[config.mk]
export PLATFORM = sky130hd
export DESIGN_NAME = alu_muldiv_flat
export DESIGN_NICKNAME = d
export VERILOG_FILES = /design/src/rtl/alu_muldiv_if.sv /design/src/rtl/alu_muldiv.sv /design/src/flat_wrapper.sv
export SDC_FILE = /design/constraint.sdc
export NUM_CORES = 1
export LEC_CHECK = 0
export ABC_AREA = 1
export ABC_CLOCK_PERIOD_IN_PS = 7900
export BUFFER_PORTS_ARGS = -buffer_cell sky130_fd_sc_hd__buf_2
export CAP_MARGIN = 30
export CORE_MARGIN = 2
export CORE_UTILIZATION = 45
export DETAILED_ROUTE_END_ITERATION = 10
export SLEW_MARGIN = 20
export SYNTH_ARGS = -nofsm -noshare
export SYNTH_HDL_FRONTEND = slang
export SYNTH_SLANG_ARGS = --single-unit
[constraint.sdc]
create_clock -name clock -period 7.9 [get_ports clock]
set_input_delay 1.185 -clock clock [delete_from_list [all_inputs] [get_ports clock]]
set_output_delay 1.185 -clock clock [all_outputs]
set_load 0.02 [all_outputs]
[src/rtl/alu_muldiv_if.sv]
// alu_muldiv_if: request/result bundle between the EX stage and alu_muldiv.
// The master drives the request; the slave returns results and status.
interface alu_muldiv_if #(
    parameter int WIDTH = 32
);
    logic             start;
    logic [3:0]       op;
    logic             unsig;
    logic [WIDTH-1:0] a;
    logic [WIDTH-1:0] b;
    logic [WIDTH-1:0] aluout;
    logic             compout;
    logic             overflow;
    logic             busy;
    logic             done;
    logic             divzero;

    modport master (
        output start, op, unsig, a, b,
        input  aluout, compout, overflow, busy, done, divzero
    );

    modport slave (
        input  start, op, unsig, a, b,
        output aluout, compout, overflow, busy, done, divzero
    );
endinterface

[src/rtl/alu_muldiv.sv]
// alu_muldiv: EX-stage ALU with registered results and iterative MUL/DIV.
// Build option ALU_DIVZERO_TRAP_EN: DIV by zero aborts in one cycle, divzero=1.
module alu_muldiv #(
    parameter int WIDTH = 32,
    parameter int CNT_W = 6
) (
    input logic         clock,
    input logic         reset,
    alu_muldiv_if.slave bus
);
    localparam logic [3:0] OP_AND  = 4'b0000;
    localparam logic [3:0] OP_OR   = 4'b0001;
    localparam logic [3:0] OP_ADD  = 4'b0010;
    localparam logic [3:0] OP_UND  = 4'b0011;
    localparam logic [3:0] OP_NOR  = 4'b0100;
    localparam logic [3:0] OP_XOR  = 4'b0101;
    localparam logic [3:0] OP_SUB  = 4'b0110;
    localparam logic [3:0] OP_SLT  = 4'b0111;
    localparam logic [3:0] OP_MUL  = 4'b1000;
    localparam logic [3:0] OP_DIV  = 4'b1010;
    localparam logic [3:0] OP_MFHI = 4'b1100;
    localparam logic [3:0] OP_MFLO = 4'b1101;
    localparam logic [3:0] OP_MTHI = 4'b1110;
    localparam logic [3:0] OP_MTLO = 4'b1111;

    localparam logic [CNT_W-1:0] LAST  = CNT_W'(WIDTH);
    localparam logic [WIDTH-1:0] MIN_V = {1'b1, {(WIDTH-1){1'b0}}};

    typedef enum logic [1:0] {S_IDLE, S_MUL, S_DIV} state_t;

    state_t             state_q, state_d;
    logic [CNT_W-1:0]   cnt_q, cnt_d;
    logic [WIDTH-1:0]   aluout_q, aluout_d;
    logic [WIDTH-1:0]   hi_q, hi_d;
    logic [WIDTH-1:0]   lo_q, lo_d;
    logic [WIDTH-1:0]   opd_q, opd_d;
    logic [2*WIDTH-1:0] acc_q, acc_d;
    logic               compout_q, compout_d;
    logic               ovf_q, ovf_d;
    logic               done_q, done_d;
    logic               divz_q, divz_d;
    logic               neg_q, neg_d;
    logic               rneg_q, rneg_d;

    logic               sa, sb, lt, op_ok, div_trap;
    logic [WIDTH-1:0]   mag_a, mag_b, sum, dif;
    logic [WIDTH-1:0]   quo_fix, rem_fix;
    logic [WIDTH:0]     mul_sum, div_shift, div_trial;
    logic [2*WIDTH-1:0] prod_fix;

    assign sa    = ~bus.unsig & bus.a[WIDTH-1];
    assign sb    = ~bus.unsig & bus.b[WIDTH-1];
    assign mag_a = sa ? -bus.a : bus.a;
    assign mag_b = sb ? -bus.b : bus.b;
    assign sum   = bus.a + bus.b;
    assign dif   = bus.a - bus.b;
    assign lt    = bus.unsig ? (bus.a < bus.b)
                             : ($signed(bus.a) < $signed(bus.b));
    assign op_ok = !(bus.op == OP_UND || bus.op == 4'b1001 ||
                     bus.op == 4'b1011);

`ifdef ALU_DIVZERO_TRAP_EN
    assign div_trap = (bus.b == '0);
`else
    assign div_trap = 1'b0;
`endif

    // acc holds {partial product, multiplier} or {remainder, quotient}
    assign mul_sum   = {1'b0, acc_q[2*WIDTH-1:WIDTH]} + {1'b0, opd_q};
    assign div_shift = {acc_q[2*WIDTH-1:WIDTH], acc_q[WIDTH-1]};
    assign div_trial = div_shift - {1'b0, opd_q};
    assign prod_fix  = neg_q ? -acc_q : acc_q;
    assign quo_fix   = neg_q ? -acc_q[WIDTH-1:0] : acc_q[WIDTH-1:0];
    assign rem_fix   = rneg_q ? -acc_q[2*WIDTH-1:WIDTH]
                              : acc_q[2*WIDTH-1:WIDTH];

    always_comb begin
        state_d   = state_q;
        cnt_d     = cnt_q;
        aluout_d  = aluout_q;
        hi_d      = hi_q;
        lo_d      = lo_q;
        opd_d     = opd_q;
        acc_d     = acc_q;
        compout_d = compout_q;
        ovf_d     = ovf_q;
        done_d    = 1'b0;
        divz_d    = divz_q;
        neg_d     = neg_q;
        rneg_d    = rneg_q;

        unique case (state_q)
            S_IDLE: begin
                if (bus.start) begin
                    done_d = 1'b1;
                    if (op_ok) begin
                        compout_d = lt;
                        ovf_d     = 1'b0;
                        divz_d    = 1'b0;
                    end
                    unique case (bus.op)
                        OP_AND: aluout_d = bus.a & bus.b;
                        OP_OR:  aluout_d = bus.a | bus.b;
                        OP_NOR: aluout_d = ~(bus.a | bus.b);
                        OP_XOR: aluout_d = bus.a ^ bus.b;
                        OP_ADD: begin
                            aluout_d = sum;
                            ovf_d = (bus.a[WIDTH-1] == bus.b[WIDTH-1]) &&
                                    (sum[WIDTH-1] != bus.a[WIDTH-1]);
                        end
                        OP_SUB: begin
                            aluout_d = dif;
                            ovf_d = (bus.a[WIDTH-1] != bus.b[WIDTH-1]) &&
                                    (dif[WIDTH-1] != bus.a[WIDTH-1]);
                        end
                        OP_SLT: aluout_d = {{(WIDTH-1){1'b0}}, lt};
                        OP_MUL: begin
                            done_d  = 1'b0;
                            state_d = S_MUL;
                            cnt_d   = '0;
                            acc_d   = {{WIDTH{1'b0}}, mag_a};
                            opd_d   = mag_b;
                            neg_d   = sa ^ sb;
                            rneg_d  = sa;
                        end
                        OP_DIV: begin
                            if (div_trap) begin
                                divz_d = 1'b1;
                            end else begin
                                done_d  = 1'b0;
                                state_d = S_DIV;
                                cnt_d   = '0;
                                acc_d   = {{WIDTH{1'b0}}, mag_a};
                                opd_d   = mag_b;
                                neg_d   = sa ^ sb;
                                rneg_d  = sa;
                                ovf_d   = ~bus.unsig & (bus.a == MIN_V) &
                                          (&bus.b);
                            end
                        end
                        OP_MFHI: aluout_d = hi_q;
                        OP_MFLO: aluout_d = lo_q;
                        OP_MTHI: hi_d = bus.a;
                        OP_MTLO: lo_d = bus.a;
                        default: ;
                    endcase
                end
            end
            S_MUL: begin
                if (cnt_q == LAST) begin
                    {hi_d, lo_d} = prod_fix;
                    done_d  = 1'b1;
                    state_d = S_IDLE;
                end else begin
                    acc_d = acc_q[0] ? {mul_sum, acc_q[WIDTH-1:1]}
                                     : {1'b0, acc_q[2*WIDTH-1:1]};
                    cnt_d = cnt_q + 1'b1;
                end
            end
            S_DIV: begin
                if (cnt_q == LAST) begin
                    lo_d    = quo_fix;
                    hi_d    = rem_fix;
                    done_d  = 1'b1;
                    state_d = S_IDLE;
                end else begin
                    // borrow out of the trial subtract means restore
                    if (div_trial[WIDTH]) begin
                        acc_d = {div_shift[WIDTH-1:0],
                                 acc_q[WIDTH-2:0], 1'b0};
                    end else begin
                        acc_d = {div_trial[WIDTH-1:0],
                                 acc_q[WIDTH-2:0], 1'b1};
                    end
                    cnt_d = cnt_q + 1'b1;
                end
            end
            default: state_d = S_IDLE;
        endcase
    end

    always_ff @(posedge clock) begin
        if (reset) begin
            state_q   <= S_IDLE;
            cnt_q     <= '0;
            aluout_q  <= '0;
            hi_q      <= '0;
            lo_q      <= '0;
            opd_q     <= '0;
            acc_q     <= '0;
            compout_q <= 1'b0;
            ovf_q     <= 1'b0;
            done_q    <= 1'b0;
            divz_q    <= 1'b0;
            neg_q     <= 1'b0;
            rneg_q    <= 1'b0;
        end else begin
            state_q   <= state_d;
            cnt_q     <= cnt_d;
            aluout_q  <= aluout_d;
            hi_q      <= hi_d;
            lo_q      <= lo_d;
            opd_q     <= opd_d;
            acc_q     <= acc_d;
            compout_q <= compout_d;
            ovf_q     <= ovf_d;
            done_q    <= done_d;
            divz_q    <= divz_d;
            neg_q     <= neg_d;
            rneg_q    <= rneg_d;
        end
    end

    assign bus.aluout   = aluout_q;
    assign bus.compout  = compout_q;
    assign bus.overflow = ovf_q;
    assign bus.busy     = (state_q != S_IDLE);
    assign bus.done     = done_q;
    assign bus.divzero  = divz_q;
endmodule

[src/flat_wrapper.sv]
// flat-port wrapper written by rule: the top's interface ports become plain ports
module alu_muldiv_flat 
#(
    parameter int WIDTH = 32,
    parameter int CNT_W = 6
)
  (clock, reset, bus_start, bus_op, bus_unsig, bus_a, bus_b, bus_aluout, bus_compout, bus_overflow, bus_busy, bus_done, bus_divzero);
  alu_muldiv_if #(.WIDTH(WIDTH)) bus_i ();
  input logic clock;
  input logic reset;
  input wire logic [$bits(bus_i.start)-1:0] bus_start;
  input wire logic [$bits(bus_i.op)-1:0] bus_op;
  input wire logic [$bits(bus_i.unsig)-1:0] bus_unsig;
  input wire logic [$bits(bus_i.a)-1:0] bus_a;
  input wire logic [$bits(bus_i.b)-1:0] bus_b;
  output wire logic [$bits(bus_i.aluout)-1:0] bus_aluout;
  output wire logic [$bits(bus_i.compout)-1:0] bus_compout;
  output wire logic [$bits(bus_i.overflow)-1:0] bus_overflow;
  output wire logic [$bits(bus_i.busy)-1:0] bus_busy;
  output wire logic [$bits(bus_i.done)-1:0] bus_done;
  output wire logic [$bits(bus_i.divzero)-1:0] bus_divzero;
  assign bus_i.start = bus_start;
  assign bus_i.op = bus_op;
  assign bus_i.unsig = bus_unsig;
  assign bus_i.a = bus_a;
  assign bus_i.b = bus_b;
  assign bus_aluout = bus_i.aluout;
  assign bus_compout = bus_i.compout;
  assign bus_overflow = bus_i.overflow;
  assign bus_busy = bus_i.busy;
  assign bus_done = bus_i.done;
  assign bus_divzero = bus_i.divzero;
  alu_muldiv #(.WIDTH(WIDTH), .CNT_W(CNT_W)) u_core (.clock(clock), .reset(reset), .bus(bus_i));
endmodule
**After elaboration in Yosys (flattened, before gate mapping)**

Index checks and enable logic that the tools add are counted.

- Register bits after elaboration: 205
- Bits in latches: 0
- Bits in writable memories: 0
- Bits in read-only memories: 0
- Logic and storage cells: 130
- Memories: 0

- $add $sub $neg: 10
- Multiply operators: 0
- Divide/modulo/power cells: 0
- Order comparisons: 2
- Equality and inequality tests: 35
- Shift-type cells: 0
- Muxes and demuxes: 38
- Bitwise operators: 11
- Reduce and logical (&&, ||, !) cells: 22

Operators by type and width:

| operator | number |
|---|---|
| 64-bit two-way mux | 7 |
| 32-bit two-way mux | 12 |
| 32-bit case mux with 9 select lines | 1 |
| 32-bit case mux with 3 select lines | 2 |
| 64-bit case mux with 3 select lines | 1 |
| 32-bit negator | 4 |
| 32-bit < comparator | 2 |
| 64-bit negator | 1 |
| 32-bit by 32-bit adder with 33-bit output | 1 |
| 33-bit by 32-bit subtractor with 33-bit output | 1 |
| 32-bit adder | 1 |
| 32-bit AND | 1 |
| 32-bit equality test (second input constant) | 1 |
| 4-bit equality test (second input constant) | 8 |
| 32-bit NOT | 1 |
| 32-bit bitwise OR | 1 |
| 32-bit AND reduction | 1 |
| 32-bit subtractor | 1 |
| 32-bit bitwise XOR | 1 |
| 6-bit two-way mux | 3 |
| 4-bit by 3-bit equality test with 1-bit output (second input constant) | 4 |
| 3-bit AND reduction | 5 |
| 5-bit AND reduction | 3 |
| 2-bit != test (second input constant) | 7 |
| other kinds (29) | 48 |

**Logic depth before layout (Yosys ltp)**

Gate-level depths: netlist (run 1).

- Depth after elaboration: 6
- Mapped depth: 20
- Mapped depth without buffers: 19

**Worst setup path after synthesis (run 1)**

OpenSTA, ideal clock, no wires.

- Path type: input port to flip-flop
- From: input bus_a[0]
- To: register u_core.aluout_q[0] (netlist: u_core.bus.aluout[0])
- Setup time: 0.132 ns
- Arrival time: 2.953 ns
- Required time: 7.768 ns
- Slack: 4.815 ns
- Cell stages on the path: 17
- Path buffers: 0
- Path through: inv_1 -> ha_1 -> fa_1 -> inv_1 -> nand2_1 -> o21ai_0 -> nand2_1 -> nand2_1 -> nand2_1 -> nand2_1 -> nand2_1 -> nand3b_1 -> nand2_1 -> nand2_1 -> nand2_1 -> nand2_1 -> a21oi_1

- Cells in the longest elaborated chain, start to end: 3
- Elaborated cells between the ends (all ways): 10

RTL lines:

| item | line | text |
|---|---|---|
| start, declared | flat_wrapper.sv:14 | `input wire logic [$bits(bus_i.a)-1:0] bus_a;` |
| 32-bit < comparator, or another cell as far along | alu_muldiv.sv:58 | `: ($signed(bus.a) < $signed(bus.b));` |
| 1-bit two-way mux or 32-bit NOT (tied branches) | alu_muldiv.sv:57, alu_muldiv.sv:104 |  |
| 32-bit case mux with 9 select lines * | alu_muldiv.sv:101 | `unique case (bus.op)` |
| end signal, assigned | alu_muldiv.sv:200 | `aluout_q <= aluout_d;` |
| end, declared | alu_muldiv.sv:33 | `logic [WIDTH-1:0] aluout_q, aluout_d;` |

Every way passes the cells marked *; elsewhere a longest branch is shown, timed or not.
A chain may end at the register's enable or synchronous reset.

**Worst setup path in the final report (run 1)**

- From: register u_core.acc_q[31]
- To: register u_core.acc_q[56]

- Cells in the longest elaborated chain, start to end: 4

RTL lines:

| item | line | text |
|---|---|---|
| start, declared | alu_muldiv.sv:37 | `logic [2*WIDTH-1:0] acc_q, acc_d;` |
| start signal, assigned | alu_muldiv.sv:190 | `acc_q <= '0;` |
| start signal, assigned | alu_muldiv.sv:204 | `acc_q <= acc_d;` |
| 33-bit by 32-bit subtractor with 33-bit output | alu_muldiv.sv:71 | `assign div_trial = div_shift - {1'b0, opd_q};` |
| 64-bit two-way mux | alu_muldiv.sv:168 | `if (div_trial[WIDTH]) begin` |
| 64-bit two-way mux | alu_muldiv.sv:161 | `if (cnt_q == LAST) begin` |
| 64-bit case mux with 3 select lines | alu_muldiv.sv:92 | `unique case (state_q)` |

No other way between the ends. The select of a mux whose other input is x is not followed.

==> run metrics, run 1 <==
status=finished, final reports clean; R2R setup slack=4.10 ns; number of hold buffers added after CTS=0; Sw Ratio=0.5675; Power Internal=3.206 mW; critical path class=reg -> reg; EDFF count, synth=0; commonest non-fill, non-tap cells in the layout=nand2_1 (1358), inv_1 (648), nor2_1 (500), a21oi_1 (417), o21ai_0 (370); gr ovfl total=0; NetSw=4.207 mW; share of cells above drive strength 1=0.05237; Port Buf Inserts=107; gr usage total=0.4169; setup TNS=0 ns; Synth top area share=0.2006; syn_area_per_cell=5.435 sq um; CP Data Arrival Time=4.22 ns; hold path startpoint=u_core.bus.aluout[3]; drt pass-1 iters=8; Clock Pin Slew Worst Setup and Hold Paths=0.07 ns; maximum vdd drop=0.0002520 V; final net count=4928; Final Instance Count excl. Fillers=5455; fin area=27380 sq um; r2r startpoint=u_core.acc_q[31]; register area share after synthesis=0.1614; Setup crit end=u_core.acc_q[56]; Sink Count=205; Final min period=3.804 ns; Final setup viols=0; f_max=262.9 MHz; CP endpoint kind=flop; Final Max Tran Viols=0; post-synthesis async set-or-reset flop share=0; CTS tree=yes; Leakage=13.43 nW; ANT nets after route=0; area leader, netlist=nand2_1; wire per inst=23.12 microns; Die W=241.7 microns; Worst Setup Start Kind=flop; worst setup margin=4.096 ns; most common cell after layout, fill and taps aside=nand2_1; GP Congestion=1.050; FF-to-FF End=u_core.acc_q[56]; Tightest Pin Transition=1.026 ns; die area=58420 sq um; Placed Cells=5405; antenna violations before repair=9; final core area utilization=0.4874; Syn Inst Count=4678; clk root buf=clkbuf_16; DR iter-0 viols=3415; I/O pins=109; synthesized area=25420 sq um; Yosys reg bits=205; top cells by area, synth=nand2_1 (20%), dfxtp_1 (16%), inv_1 (9.6%); Hold Crit Class=reg -> reg; Core ar.=56170 sq um; final period utilization=0.4815; Slew HR=0.3161; sequential fraction of design power=0.205; Post-CTS Setup Inserts=0; hpwl dp=101200 microns; Fin Hold WS=0.4629 ns; Starting Density=0.4526; vias per cell=5.819; Worst Reg-to-Reg Cells=19; pwr/cell area=270.7 nW/um^2; clock buffer depth=3; Unique masters post-synth=56; Worst Setup SP=u_core.acc_q[31]; Via Count=31.74k; CP max FO=27; H-tree depth=1; Die Y=241.7 microns; DRC viols=0; combinational power share=0.629; syn_nets=4928; max_cap viols=0; largest net degree at the start of global routing=88; Fin Clk Skew=0.01472 ns; worst slack, placed=3.840 ns; CTS Buf Count=26; Tot Pwr=7.412 mW; drt total wl=126100 microns; Final Hold Viols=0; Syn. warnings=0; area grow syn2layout=7.682%; first-pass GRT wire length=186900 microns; # rows=87; Placed Area=26500 sq um; vias in the first global route=29.74k; clock group share of total power=0.166; Post-synth top flop=dfxtp_1; RSZ-0062 raised after global routing=no; Critical Path RT=8.31 ns; Resized Gates After CTS=0; worst skew pair latency=0.57 ns
==> per-layer routing <==
layer	wire length (microns)	vias up	part of all wire	track usage
met5	26	-	0.00021	0
met4	10320	4	0.082	0.2910
met3	10560	374	0.084	0.05705
met2	56560	1678	0.45	0.6834
met1	48650	14480	0.39	0.5048
li1	-	15210	-	-
==> flip-flops by register name (all words and copies together) (netlist names) <==
signal,flops
u_core.lo_q,32
u_core.acc_q,64
u_core.state_q,2
u_core.opd_q,32
u_core.bus.aluout,32
u_core.hi_q,32
u_core.bus.compout,1
u_core.rneg_q,1
u_core.bus.overflow,1
u_core.neg_q,1
u_core.cnt_q,6
u_core.bus.done,1
==> cell families after synthesis <==
logic type	count (synthesis)	synth area share
AND/OR/NAND/NOR	2424	0.3940
adder cells (fa/ha/maj)	178	0.08878
AO/OA/AOI/OAI	977	0.2094
buffers and inverters	836	0.1266
XOR/XNOR	57	0.01964
other	1	0.0001475
flip-flops	205	0.1614
==> worst max-delay path, cell delays in order (launching register included) <==
cell	delay (ns)
dfxtp_1	0.47
inv_1	0.24
ha_1	0.26
inv_1	0.19
fa_1	0.39
nand2_1	0.11
nand2_1	0.08
nand3_1	0.08
nand2_1	0.16
nand2_1	0.09
nand2_2	0.15
nand2_2	0.12
nand2_2	0.09
nand2_2	0.31
nand2_4	0.44
nand2_1	0.12
nand3_1	0.09
nand2_1	0.09
nand2_1	0.07
a21oi_1	0.07
==> power groups by stage <==
| stage | clock network, mW | registers, mW | logic, mW |
|---|---|---|---|
| 2_1_floorplan | 0 | 1.46 | 3.12 |
| 3_3_place_gp | 0 | 1.52 | 4.49 |
| 3_5_place_dp | 0 | 1.52 | 4.50 |
| 4_1_cts | 1.24 | 1.50 | 4.53 |
| 5_1_grt | 1.28 | 1.54 | 5.10 |
| 6_report | 1.23 | 1.52 | 4.66 |
==> synth_stat cells, types with 8 or more instances <==
cell type and n:
o21ai_0 370, a21oi_1 417, inv_2 8, o22ai_1 27, a31oi_1 31, inv_1 649
or2_2 11, a221oi_1 12, xnor2_1 15, nor3_1 74, nand3_1 360, dfxtp_1 205
o21bai_1 17, o211ai_1 50, a211oi_1 13, nand4_1 67, ha_1 174, buf_2 21
nand3b_1 14, nand2_1 1359, clkbuf_1 120, nor2_1 504, o221ai_1 9, xor2_1 42
buf_1 21
==> layout make-up <==
type | count | area [sq um]
diodes | 2 | 5.005
well taps | 756 | 945.9
repair buffers | 143 | 848.3
clock buffers | 31 | 710.7
clock inverters | 16 | 135.1
inverters | 665 | 2501
multi-input cells | 3637 | 18130
fillers | 6464 | 28790
flip-flops and latches | 205 | 4105
==> worst min path at each step <==
stage                                  to  depth (start not counted)
floorplan                  u_core.lo_q[2]                          2
finish               u_core.bus.aluout[3]                          2
global route        u_core.bus.aluout[28]                          2
global placement     u_core.bus.aluout[2]                          2
CTS                 u_core.bus.aluout[15]                          2
detailed placement  u_core.bus.aluout[17]                          2
Power figures use the tool's default switching activity.
==> inputs of run 2 (changes only) <==
--- a/config.mk
+++ b/config.mk
@@ -6,7 +6,7 @@
 export NUM_CORES = 1
 export LEC_CHECK = 0
 export ABC_AREA = 1
-export ABC_CLOCK_PERIOD_IN_PS = 7900
+export ABC_CLOCK_PERIOD_IN_PS = 3800
 export BUFFER_PORTS_ARGS = -buffer_cell sky130_fd_sc_hd__buf_2
 export CAP_MARGIN = 30
 export CORE_MARGIN = 2
==> constraint.sdc (replaced) <==
create_clock -name clock -period 3.8 [get_ports clock]
set_input_delay 0.57 -clock clock [delete_from_list [all_inputs] [get_ports clock]]
set_output_delay 0.57 -clock clock [all_outputs]
set_load 0.02 [all_outputs]
==> run 2 against run 1 <==
Against the previous run: global-route usage is 0.88 points higher; sequential share of layout area is 0.23 points lower; critical path depth stayed put; sequential power is 110% higher; die area stayed put; critical path type unchanged; largest power group unchanged.
==> run metrics, run 2 (synthesis gave the netlist of run 1 again) <==
status=finished, final reports clean; final core area utilization=0.4950; Critical Path RT=4.30 ns; Worst Reg-to-Reg Cells=19; commonest non-fill, non-tap cells in the layout=nand2_1 (1358), inv_1 (648), nor2_1 (500), a21oi_1 (417), o21ai_0 (370); maximum vdd drop=0.0004972 V; Buf+Inv Stages, Crit Path=2; Die W=241.7 microns; CP endpoint kind=flop; I/O pins=109; H-tree depth=1; antenna violations before repair=7; Final Hold Viols=0; Final setup viols=0; multi-input logic area=18130 sq um; gr ovfl total=0; DR iter-0 viols=3659; Starting Density=0.4526; setup TNS=0 ns; Post-CTS Setup Inserts=0; final net count=4964; Clock Pin Slew Worst Setup and Hold Paths=0.07 ns; share of cells above drive strength 1=0.05956; max_cap viols=0; Crit path depth=19; Final Instance Count excl. Fillers=5495; ANT nets after route=0; f_max=309.4 MHz; Port Buf Inserts=107; vias per cell=5.785; # rows=87; first-pass GRT wire length=189600 microns; GP Congestion=1.059; largest net degree at the start of global routing=89; clock buffer depth=3; Placed Cells=5439; Largest register FFs=64; Filler cells=6351; clk root buf=clkbuf_16; RSZ-0062 raised after global routing=no; pwr/cell area=580.5 nW/um^2; Sink Count=205; die area=58420 sq um; critical path class=reg -> reg; Core ar.=56170 sq um; most common cell after layout, fill and taps aside=nand2_1; Die Y=241.7 microns; Resized Gates After CTS=0; DRC viols=0; critical-path cell list=inv_1, ha_1, inv_1, fa_1, nand2_1, nand2_1, nand3_1, nand2_1, nand2_1, nand2_2, nand2_2, nand2_2, nand2_1, nand3_1, nand2_1, nand2_1, nand2_1, nand2_1, a21oi_1; final period utilization=0.8507; drt total wl=129000 microns; wire per inst=23.47 microns; vias in the first global route=30.23k; flip-flop and latch area=4105 sq um; Crit-path slowest cell=fa_1; Hold Crit Class=in -> reg; Worst Setup Start Kind=flop; hpwl dp=104300 microns; CTS Buf Count=27; worst skew pair latency=0.61 ns; Final Max Tran Viols=0; Tightest Pin Transition=0.9317 ns; CP Data Arrival Time=3.74 ns; CTS tree=yes; Fin Clk Skew=0.03979 ns; slowest stage delay, CP=0.46 ns; Leakage=13.67 nW; Largest Register=u_core.acc_q; Hold Path Depth=3; Slew HR=0.3789; number of hold buffers added after CTS=0; gr usage total=0.4257; drt pass-1 iters=8; CP max FO=7; area grow syn2layout=9.355%; Via Count=31.79k; Final min period=3.233 ns; cell mode on critical path=nand2_1; Top delay family on crit path=simple AND/OR/NAND/NOR gates
-- run 2: worst paths after layout --
| path | slack, ns | endpoint | from |
|---|---|---|---|
| worst max-delay path | 0.57 | u_core.acc_q[33] | u_core.acc_q[31] |
| worst min register to register | 0.46 | u_core.bus.aluout[1] | u_core.bus.aluout[1] |
| worst min-delay path | 0.29 | u_core.opd_q[25] | bus_b[25] |
| worst max register to register | 0.57 | u_core.acc_q[33] | u_core.acc_q[31] |
-- run 2: power breakdown --
group / leakage [nW] / internal, mW / switching [mW]
clock: 0.467 / 1.74 / 1.21
sequential: 1.67 / 2.69 / 0.471
combinational: 11.5 / 2.70 / 7.33
-- run 2: per-stage QoR --
step	hold WS [ns]	power, mW	setup WS (ns)	cell area, sq um
CTS	0.2715	15.73	0.5926	27750
finish	0.2895	16.14	0.5674	27800
global route	0.3171	17.11	0.2537	27800
detailed placement	0.4543	12.76	0.1730	26780
floorplan	0.4402	9.512	1.286	25420
global placement	0.4499	12.76	0.1606	26760
-- run 2: routing by layer --
metal / vias to the layer above / global-route usage / wire length (microns)
li1: 15280 / - / -
met3: 393 / 0.06182 / 10340
met4: 2 / 0.2961 / 10600
met5: - / 0 / 13
met2: 1621 / 0.6995 / 57750
met1: 14490 / 0.5124 / 50250
-- run 2: tightest hold or removal path, cell delays in order --
cell and delay, ns:
buf_2 0.13, nand3_1 0.08, a31oi_1 0.08
-- run 2: final cells by class --
class	count	share of cell area
Clock buffer	32	0.02534
Tap cell	756	0.03402
Inverter	665	0.08996
Sequential cell	205	0.1477
Multi-Input combinational cell	3637	0.6519
Timing Repair Buffer	178	0.04113
Clock inverter	18	0.009586
Antenna cell	4	0.0003600
